File: src/rtl/bam_pkg.sv
// ============================================================================
// Module      : bam_pkg
// Description : Shared widths, state encoding and slot arithmetic for the
//               BAM decoder.
// Revision    : 1.0 - initial release
// ============================================================================
`default_nettype none

package bam_pkg;

    localparam int BAM_DW          = 8;
    localparam int BAM_PRESC_W     = 3;
    localparam int BAM_FRAME_TICKS = 255;

    typedef enum logic [0:0] {
        IDLE = 1'b0,
        RUN  = 1'b1
    } bam_state_t;

    // Last slot-counter value of a slot: slot k lasts 2^k ticks.
    function automatic logic [7:0] slot_limit(input logic [2:0] bit_idx);
        return (8'd1 << bit_idx) - 8'd1;
    endfunction

endpackage

`default_nettype wire

File: src/rtl/bam_tick_gen.sv
// ============================================================================
// Module      : bam_tick_gen
// Description : Prescaled tick generator; one-cycle tick every 2^mode clocks.
// Revision    : 1.0 - initial release
// ============================================================================
`default_nettype none

module bam_tick_gen
    import bam_pkg::*;
(
    input  logic                   i_clk,
    input  logic                   i_arst_n,
    input  logic                   i_clear,
    input  logic [BAM_PRESC_W-1:0] i_mode,
    output logic                   o_tick
);

    logic [6:0] r_cnt;
    logic [6:0] w_limit;
    logic       w_hit;

    // Mode 7 wraps 1<<7 to 0 in seven bits, so the limit still lands on 127.
    assign w_limit = (7'd1 << i_mode) - 7'd1;
    assign w_hit   = (r_cnt == w_limit);
    assign o_tick  = w_hit & ~i_clear;

    always_ff @(posedge i_clk or negedge i_arst_n) begin
        if (!i_arst_n) begin
            r_cnt <= 7'd0;
        end else if (i_clear || w_hit) begin
            r_cnt <= 7'd0;
        end else begin
            r_cnt <= r_cnt + 7'd1;
        end
    end

endmodule

`default_nettype wire

File: src/rtl/bam_decoder.sv
// ============================================================================
// Module      : bam_decoder
// Description : Recovers the 8-bit duty word from each MSB-first BAM frame.
//               Optional slot consistency check: BAM_DEC_CONSISTENCY_CHECK_EN.
// Revision    : 1.0 - initial release
// ============================================================================
`default_nettype none

module bam_decoder
    import bam_pkg::*;
#(
    parameter int DW = BAM_DW
) (
    input  logic                   i_clk,
    input  logic                   i_arst_n,
    input  logic                   i_on,
    input  logic [BAM_PRESC_W-1:0] i_presc_mode,
    input  logic                   i_bam_enable,
    input  logic                   i_signal,
    output logic [DW-1:0]          o_duty_cycle,
    output logic                   o_valid,
    output logic                   o_error,
    output logic                   o_busy
);

    bam_state_t             r_state;
    logic [BAM_PRESC_W-1:0] r_presc;
    logic [2:0]             r_bit;
    logic [7:0]             r_slot;
    logic [DW-1:0]          r_shift;
    logic [DW-1:0]          r_duty;
    logic                   r_valid;
    logic                   r_busy;

    logic          w_active;
    logic          w_clear;
    logic          w_tick;
    logic          w_slot_end;
    logic          w_frame_end;
    logic          w_err_final;
    logic [DW-1:0] w_word;

    assign w_active    = i_on & i_bam_enable;
    // A prescale change restarts the frame exactly like an inactive cycle.
    assign w_clear     = ~w_active | (i_presc_mode != r_presc);
    assign w_slot_end  = w_tick & (r_slot == slot_limit(r_bit));
    assign w_frame_end = w_slot_end & (r_bit == 3'd0);

    always_comb begin
        w_word        = r_shift;
        w_word[r_bit] = i_signal;
    end

    bam_tick_gen u_tick_gen (
        .i_clk    (i_clk),
        .i_arst_n (i_arst_n),
        .i_clear  (w_clear),
        .i_mode   (i_presc_mode),
        .o_tick   (w_tick)
    );

    always_ff @(posedge i_clk or negedge i_arst_n) begin
        if (!i_arst_n) begin
            r_state <= IDLE;
            r_presc <= '0;
            r_bit   <= 3'd7;
            r_slot  <= 8'd0;
            r_shift <= '0;
            r_duty  <= '0;
            r_valid <= 1'b0;
            r_busy  <= 1'b0;
        end else begin
            r_presc <= i_presc_mode;
            r_valid <= 1'b0;
            r_state <= w_active ? RUN : IDLE;
            r_busy  <= (r_state == RUN);
            if (w_clear) begin
                r_bit  <= 3'd7;
                r_slot <= 8'd0;
            end else if (w_slot_end) begin
                r_shift[r_bit] <= i_signal;
                r_slot         <= 8'd0;
                r_bit          <= w_frame_end ? 3'd7 : r_bit - 3'd1;
                if (w_frame_end && !w_err_final) begin
                    r_duty  <= w_word;
                    r_valid <= 1'b1;
                end
            end else if (w_tick) begin
                r_slot <= r_slot + 8'd1;
            end
        end
    end

`ifdef BAM_DEC_CONSISTENCY_CHECK_EN
    logic r_first;
    logic r_err;
    logic r_error;
    logic w_mismatch;

    // The first tick of a slot is the reference for every later tick in it.
    assign w_mismatch  = w_tick & (r_slot != 8'd0) & (i_signal != r_first);
    assign w_err_final = r_err | w_mismatch;

    always_ff @(posedge i_clk or negedge i_arst_n) begin
        if (!i_arst_n) begin
            r_first <= 1'b0;
            r_err   <= 1'b0;
            r_error <= 1'b0;
        end else begin
            r_error <= 1'b0;
            if (w_clear) begin
                r_err <= 1'b0;
            end else if (w_tick) begin
                if (r_slot == 8'd0) begin
                    r_first <= i_signal;
                end
                if (w_frame_end) begin
                    r_error <= w_err_final;
                    r_err   <= 1'b0;
                end else if (w_mismatch) begin
                    r_err <= 1'b1;
                end
            end
        end
    end

    assign o_error = r_error;
`else
    assign w_err_final = 1'b0;
    assign o_error     = 1'b0;
`endif

    assign o_duty_cycle = r_duty;
    assign o_valid      = r_valid;
    assign o_busy       = r_busy;

endmodule

`default_nettype wire

File: config.mk
export PLATFORM = sky130hd
export DESIGN_NAME = bam_decoder
export DESIGN_NICKNAME = d
export VERILOG_FILES = /design/src/rtl/bam_pkg.sv /design/src/rtl/bam_tick_gen.sv /design/src/rtl/bam_decoder.sv
export SDC_FILE = /design/constraint.sdc
export NUM_CORES = 1
export LEC_CHECK = 0
export ABC_AREA = 1
export BUFFER_PORTS_ARGS = -buffer_cell sky130_fd_sc_hd__buf_2
export CORE_MARGIN = 2
export CORE_UTILIZATION = 35
export DETAILED_ROUTE_END_ITERATION = 8
export MAX_ROUTING_LAYER = met4
export PLACE_DENSITY = 0.51
export SYNTH_ARGS = -nofsm -noshare
export SYNTH_HDL_FRONTEND = slang
export SYNTH_SLANG_ARGS = --single-unit
File: constraint.sdc
create_clock -name i_clk -period 4.7 [get_ports i_clk]
set_input_delay 0.94 -clock i_clk [delete_from_list [all_inputs] [get_ports i_clk]]
set_output_delay 0.94 -clock i_clk [all_outputs]
set_load 0.01 [all_outputs]
==> results of run 1 <==
## area by class of cell
type / count / area share, %
Sequential cell: 40 / 34.1
Tap cell: 102 / 4.33
Clock buffer: 5 / 2.34
Timing Repair Buffer: 17 / 2.89
Multi-Input combinational cell: 257 / 49.0
Clock inverter: 3 / 0.807
Inverter: 51 / 6.50
## cell usage after synthesis
cell type | n | area share (%)
o21bai_2 | 1 | 0.42
inv_2 | 5 | 0.70
o21ai_2 | 8 | 2.6
xor2_1 | 10 | 3.2
inv_1 | 45 | 6.3
and2_1 | 1 | 0.23
nor2_4 | 3 | 1.3
nand4_4 | 1 | 0.79
clkbuf_1 | 1 | 0.14
buf_4 | 2 | 0.56
buf_6 | 3 | 1.3
nand2_2 | 8 | 1.9
nand2_1 | 98 | 14
nand3_4 | 1 | 0.65
nor2_8 | 2 | 1.5
nand3_1 | 35 | 6.5
conb_1 | 1 | 0.14
mux2i_1 | 8 | 3.0
nor2_2 | 3 | 0.70
o21ai_0 | 10 | 1.9
xnor2_1 | 2 | 0.65
buf_2 | 1 | 0.19
buf_1 | 1 | 0.14
ha_1 | 9 | 4.2
o21ai_1 | 9 | 1.7
dfstp_2 | 3 | 2.9
nand4_1 | 15 | 3.5
nand3_2 | 2 | 0.74
clkinv_1 | 1 | 0.14
dfrtp_1 | 37 | 34
nor2_1 | 29 | 4.0
nand2_4 | 1 | 0.42
## cell families after synthesis
group                      count (synthesis)  synth area share (%)
xor gates and xnor gates                  12                  3.89
buffers and inverters                     59                  9.36
AOI/OAI and AO/OA                         28                  6.53
adders and majority gates                  9                  4.17
other                                      1                 0.139
muxes                                      8                  2.97
and+or+nand+nor                          199                  35.7
DFF                                       40                  37.2
## through the flow
stage	cells	util (%)	hold WS (ns)	area (µm²)
after floorplan	356	-	0.331	2700
after global placement	467	37.5	0.332	2850
after detailed placement	467	37.5	0.337	2850
after CTS	475	38.7	0.358	2940
after global routing	475	38.7	0.377	2940
final	475	38.7	0.354	2940
## how the worst max path moves through the flow
stage,from,endpoint,slack (ns),cells after the start
2_1_floorplan,i_presc_mode[1],o_duty_cycle[7]$_DFFE_PN0P_,2.06,15
3_3_place_gp,i_presc_mode[1],o_duty_cycle[5]$_DFFE_PN0P_,1.61,15
3_5_place_dp,i_presc_mode[1],o_duty_cycle[1]$_DFFE_PN0P_,1.50,14
4_1_cts,r_bit[0]$_DFFE_PN1P_,o_duty_cycle[1]$_DFFE_PN0P_,1.80,12
5_1_grt,r_bit[0]$_DFFE_PN1P_,o_duty_cycle[6]$_DFFE_PN0P_,1.55,15
6_report,r_bit[0]$_DFFE_PN1P_,o_duty_cycle[3]$_DFFE_PN0P_,1.82,12
## power breakdown
part           internal, mW  switching [mW]  total, mW
Combinational        0.0114          0.0293     0.0407
Sequential            0.346         0.00131      0.348
Clock                 0.105           0.133      0.238
Total                 0.463           0.164      0.627
## flip-flops by register name (all words and copies together) (netlist names)
name / flops
o_valid: 1
r_state: 1
o_busy: 1
r_shift: 8
r_presc: 3
u_tick_gen.r_cnt: 7
r_bit: 3
o_duty_cycle: 8
r_slot: 8
## metal layers
layer	vias to the layer above	GRT usage [%]	share of wire [%]
li1	1163	-	-
met1	1005	20.9	51
met2	26	24.1	45
met3	6	2.55	2.7
met4	0	4.60	1.1
met5	-	-	0
==> impl_metrics.yaml, run 1 <==
status:
  status: "complete, no violations"
cts:
  cts_buffers: 5
  clk_pin_slew_worst_paths_ns: 0.09
  cts_buffer_depth: 2
  h-tree-depth: 2
  post_cts_buffers: 0
  cts-root-buf: "clkbuf_8"
  postCtsHoldBufs: 0
  cts_num_sinks: 40
  cts_resized: 0
  cts_tree: "done"
  clk_latency_ns: 0.29
sta:
  setup_viol: 0
  rsz0062_at_grt: "no"
  final.setup.tns_ns: 0
  fmax_mhz: 347
  finalHoldViolCount: 0
  timing.final.ws_setup_ns: 1.82
  skew_ns: 0.00524
  worst_pin_slew_ns: 0.904
  final_max_slew_viol_count: 0
  fin_crit_ns: 2.88
  finalCritPeriodShare_pct: 61.3
  relSlewSlack_pct: 39.7
global_routing:
  grt_pass1_wl_mm: 10.4
  grt_start_max_net_pins: 41
  antenna_found_initial: 0
  grt_overflow: 0
  grt_usage_pct: 15.5
  grt_pass1_vias: 2224
synth:
  synth-seq-cells: 40
  yosysSeqAreaShare_pct: 37.2
  syn_avg_cell_area_um2: 7.58
  netlist_area_um2: 2700
  synthCells: 356
  synth_nets: 373
  ys_warn_count: 0
  ys_types: 32
pwr:
  vdd_drop_max_mv: 0.169
  total_power_mw: 0.627
  power_leakage_nw: 1.55
  power_density_nw_per_um2: 213
worst_setup_path:
  path_buf_inv: 1
  crit_chain: "inv_1 > ha_1 > nand2_2 > ha_1 > xor2_1 > nand3_1 > nor2_4 > nand3_2 > nor2_4 > nand4_4 > nand2_1 > o21ai_2"
  r2r_start: "r_bit[0]$_DFFE_PN1P_"
  cp_max_fo: 17
  end_kind: "register"
  crit_family: "simple AND/OR/NAND/NOR gates"
  startpoint_type: "register"
  crit_type: "register to register"
  cp_slowest_stage_delay_ns: 0.62
  critical_path_arrival_ns: 3.07
  rrSetupSlack_ns: 1.82
  r2r_cells: 12
  critPathRequiredTime_ns: 4.88
  worst_path_max_delay_cell: "dfstp_2"
  r2r_end: "o_duty_cycle[3]$_DFFE_PN0P_"
layout:
  num-fill-cells: 828
  mostFrequentLayoutCell: "nand2_1"
  num_antenna_cells: 0
  area_delta_synth_final_pct: 9.04
  mostFrequentLayoutCells: "98 x nand2_1, 45 x inv_1, 37 x dfrtp_1"
  layout.nets: 389
  final-seq-area_um2: 1000
  multi_input_area_um2: 1440
  drive_above_1_share_pct: 16.9
run:
  maxCapViolCount: 0
floorplanning:
  fp.coreArea_um2: 7610
  initial_utilization_pct: 35.5
  ios: 19
  die_w_um: 91.8
  rows: 32
  die_area_um2: 8430
  fp.dieH_um: 91.8
route:
  wl_per_cell_um: 11.9
  drt.antenna.violating_nets: 0
  drt_first_iter_violations: 82
  routed_via_density: 4.63
  drtPass1Iterations: 4
  drc: 0
  wirelength_mm: 5.65
  vias: 2200
hold_path:
  holdCritStartpoint: "r_state$_DFF_PN0_"
  hold_path.class: "register to register"
  hold_depth: 0
  min_to: "o_busy$_DFF_PN0_"
place:
  io_buffers: 17
  dp_hpwl_mm: 4.16
  gp_congestion: 0.872
  place_ws_ns: 1.50
Power figures use the tool's default switching activity.
==> run 2: changes to the inputs <==
--- a/config.mk
+++ b/config.mk
@@ -11,7 +11,7 @@
 export CORE_UTILIZATION = 35
 export DETAILED_ROUTE_END_ITERATION = 8
 export MAX_ROUTING_LAYER = met4
-export PLACE_DENSITY = 0.51
+export PLACE_DENSITY = 0.53
 export SYNTH_ARGS = -nofsm -noshare
 export SYNTH_HDL_FRONTEND = slang
 export SYNTH_SLANG_ARGS = --single-unit
==> constraint.sdc (replaced) <==
create_clock -name i_clk -period 2.55 [get_ports i_clk]
set_input_delay 0.51 -clock i_clk [delete_from_list [all_inputs] [get_ports i_clk]]
set_output_delay 0.51 -clock i_clk [all_outputs]
set_load 0.01 [all_outputs]
==> impl_metrics.yaml, run 2 (synthesis results as in run 1) <==
cts:
  cts_buffer_depth: 2
  h-tree-depth: 2
  clk_pin_slew_worst_paths_ns: 0.08
  cts_num_sinks: 40
  cts-root-buf: "clkbuf_8"
  cts_tree: "done"
  clk_latency_ns: 0.30
  cts_buffers: 5
worst_setup_path:
  cp_max_fo: 9
  critical_path_arrival_ns: 2.61
  critPathRequiredTime_ns: 2.73
  startpoint_type: "register"
  rrSetupSlack_ns: 0.12
  end_kind: "register"
  crit_type: "register to register"
global_routing:
  antenna_found_initial: 0
  grt_usage_pct: 15.4
  grt_pass1_wl_mm: 10.1
  grt_overflow: 0
  grt_start_max_net_pins: 41
  grt_pass1_vias: 2112
layout:
  mostFrequentLayoutCells: "98 x nand2_1, 43 x inv_1, 37 x dfrtp_1"
  area_delta_synth_final_pct: 19.0
  layout.nets: 411
  num_antenna_cells: 0
  mostFrequentLayoutCell: "nand2_1"
  drive_above_1_share_pct: 23.5
  final-seq-area_um2: 1000
  multi_input_area_um2: 1510
  final_cell_area_um2: 3210
  num-fill-cells: 811
route:
  wl_per_cell_um: 12.4
  drc: 0
  wirelength_mm: 6.15
  drt_first_iter_violations: 166
  drtPass1Iterations: 4
  routed_via_density: 4.75
  drt.antenna.violating_nets: 0
  vias: 2361
sta:
  fin_hold_ws_ns: 0.338
  worst_pin_slew_ns: 0.918
  fmax_mhz: 411
  skew_ns: 0.0104
  fin_crit_ns: 2.43
  setup_viol: 0
  final.setup.tns_ns: 0
  timing.final.ws_setup_ns: 0.119
  finalHoldViolCount: 0
  final_max_slew_viol_count: 0
  finalCritPeriodShare_pct: 95.3
  relSlewSlack_pct: 38.8
pwr:
  power_leakage_nw: 1.67
  pwr-share-clk_pct: 42.2
  p_int_mw: 0.952
  swShare_pct: 23.4
  vdd_drop_max_mv: 0.381
  power.share.sequential_pct: 51.6
  p_comb_share_pct: 6.2
  total_power_mw: 1.24
  power_density_nw_per_um2: 387
  switching_power_mw: 0.291
floorplanning:
  die_w_um: 91.8
  initial_utilization_pct: 35.5
  ios: 19
  die_area_um2: 8430
  rows: 32
  fp.coreArea_um2: 7610
  fp.dieH_um: 91.8
place:
  gp_congestion: 0.819
  dp_hpwl_mm: 4.37
  place_ws_ns: -0.129
  placedInstanceArea_um2: 2930
  io_buffers: 17
status:
  status: "complete, no violations"
run:
  maxCapViolCount: 0
hold_path:
  hold_path.class: "primary input to asynchronous set/reset pin"
## run 2: critical path: stages, from the launching register on
cell	delay [ns]
dfstp_2	0.60
inv_2	0.08
ha_4	0.17
nand2_2	0.07
ha_2	0.28
xor2_2	0.14
nand3_2	0.12
nor2_4	0.11
nand3_2	0.10
nor2_4	0.16
buf_4	0.14
nand3_2	0.18
nand2_1	0.10
o21ai_1	0.06
## run 2: metrics by stage
stage | utilization [%] | std cells
2_1_floorplan | - | 356
3_3_place_gp | 38.6 | 478
3_5_place_dp | 38.6 | 478
4_1_cts | 40.4 | 488
5_1_grt | 42.2 | 497
6_report | 42.2 | 497
## run 2: final timing paths
kind / startpoint / end / depth (start not counted)
worst max-delay path: r_bit[0]$_DFFE_PN1P_ / r_shift[3]$_DFFE_PN0P_ / 13
worst min-delay path: i_arst_n / u_tick_gen.r_cnt[3]$_DFF_PN0_ / 1
worst max register to register: r_bit[0]$_DFFE_PN1P_ / r_shift[3]$_DFFE_PN0P_ / 13
worst min register to register: r_state$_DFF_PN0_ / o_busy$_DFF_PN0_ / 0
max in group asynchronous: i_arst_n / u_tick_gen.r_cnt[6]$_DFF_PN0_ / 1
min in group i_clk: r_state$_DFF_PN0_ / o_busy$_DFF_PN0_ / 0
## run 2: power by group through the flow
stage          logic (mW)  registers (mW)  clock network [mW]
2_1_floorplan      0.0465           0.653                   0
3_3_place_gp       0.0789           0.653                   0
3_5_place_dp       0.0797           0.653                   0
4_1_cts            0.0799           0.641               0.539
5_1_grt            0.0893           0.641               0.563
6_report           0.0774           0.641               0.524
## run 2: layout make-up
class | instances | area share [%]
sequential | 40 | 31.3
timing repair buffer | 37 | 8.38
multi-input combinational | 259 | 46.9
tap | 102 | 3.97
clock buffer | 5 | 2.14
clock inverter | 3 | 1.32
inverter | 51 | 5.96
## run 2: layer usage
layer / global-route usage [%] / up-vias / part of all wire (%)
met5: - / - / 0
met4: 5.10 / 0 / 1.4
met3: 2.38 / 8 / 2.8
met2: 22.3 / 36 / 45
met1: 22.0 / 1108 / 50
li1: - / 1209 / -
## run 2: timing repair
item / in CTS / in global routing
setup buffers: 2 / 6
pin swaps: 0 / 4
hold buffers: 0 / 0
resized for setup: 0 / 11
gates cloned: 0 / 3
endpoints found under the setup margin: 7 / 27
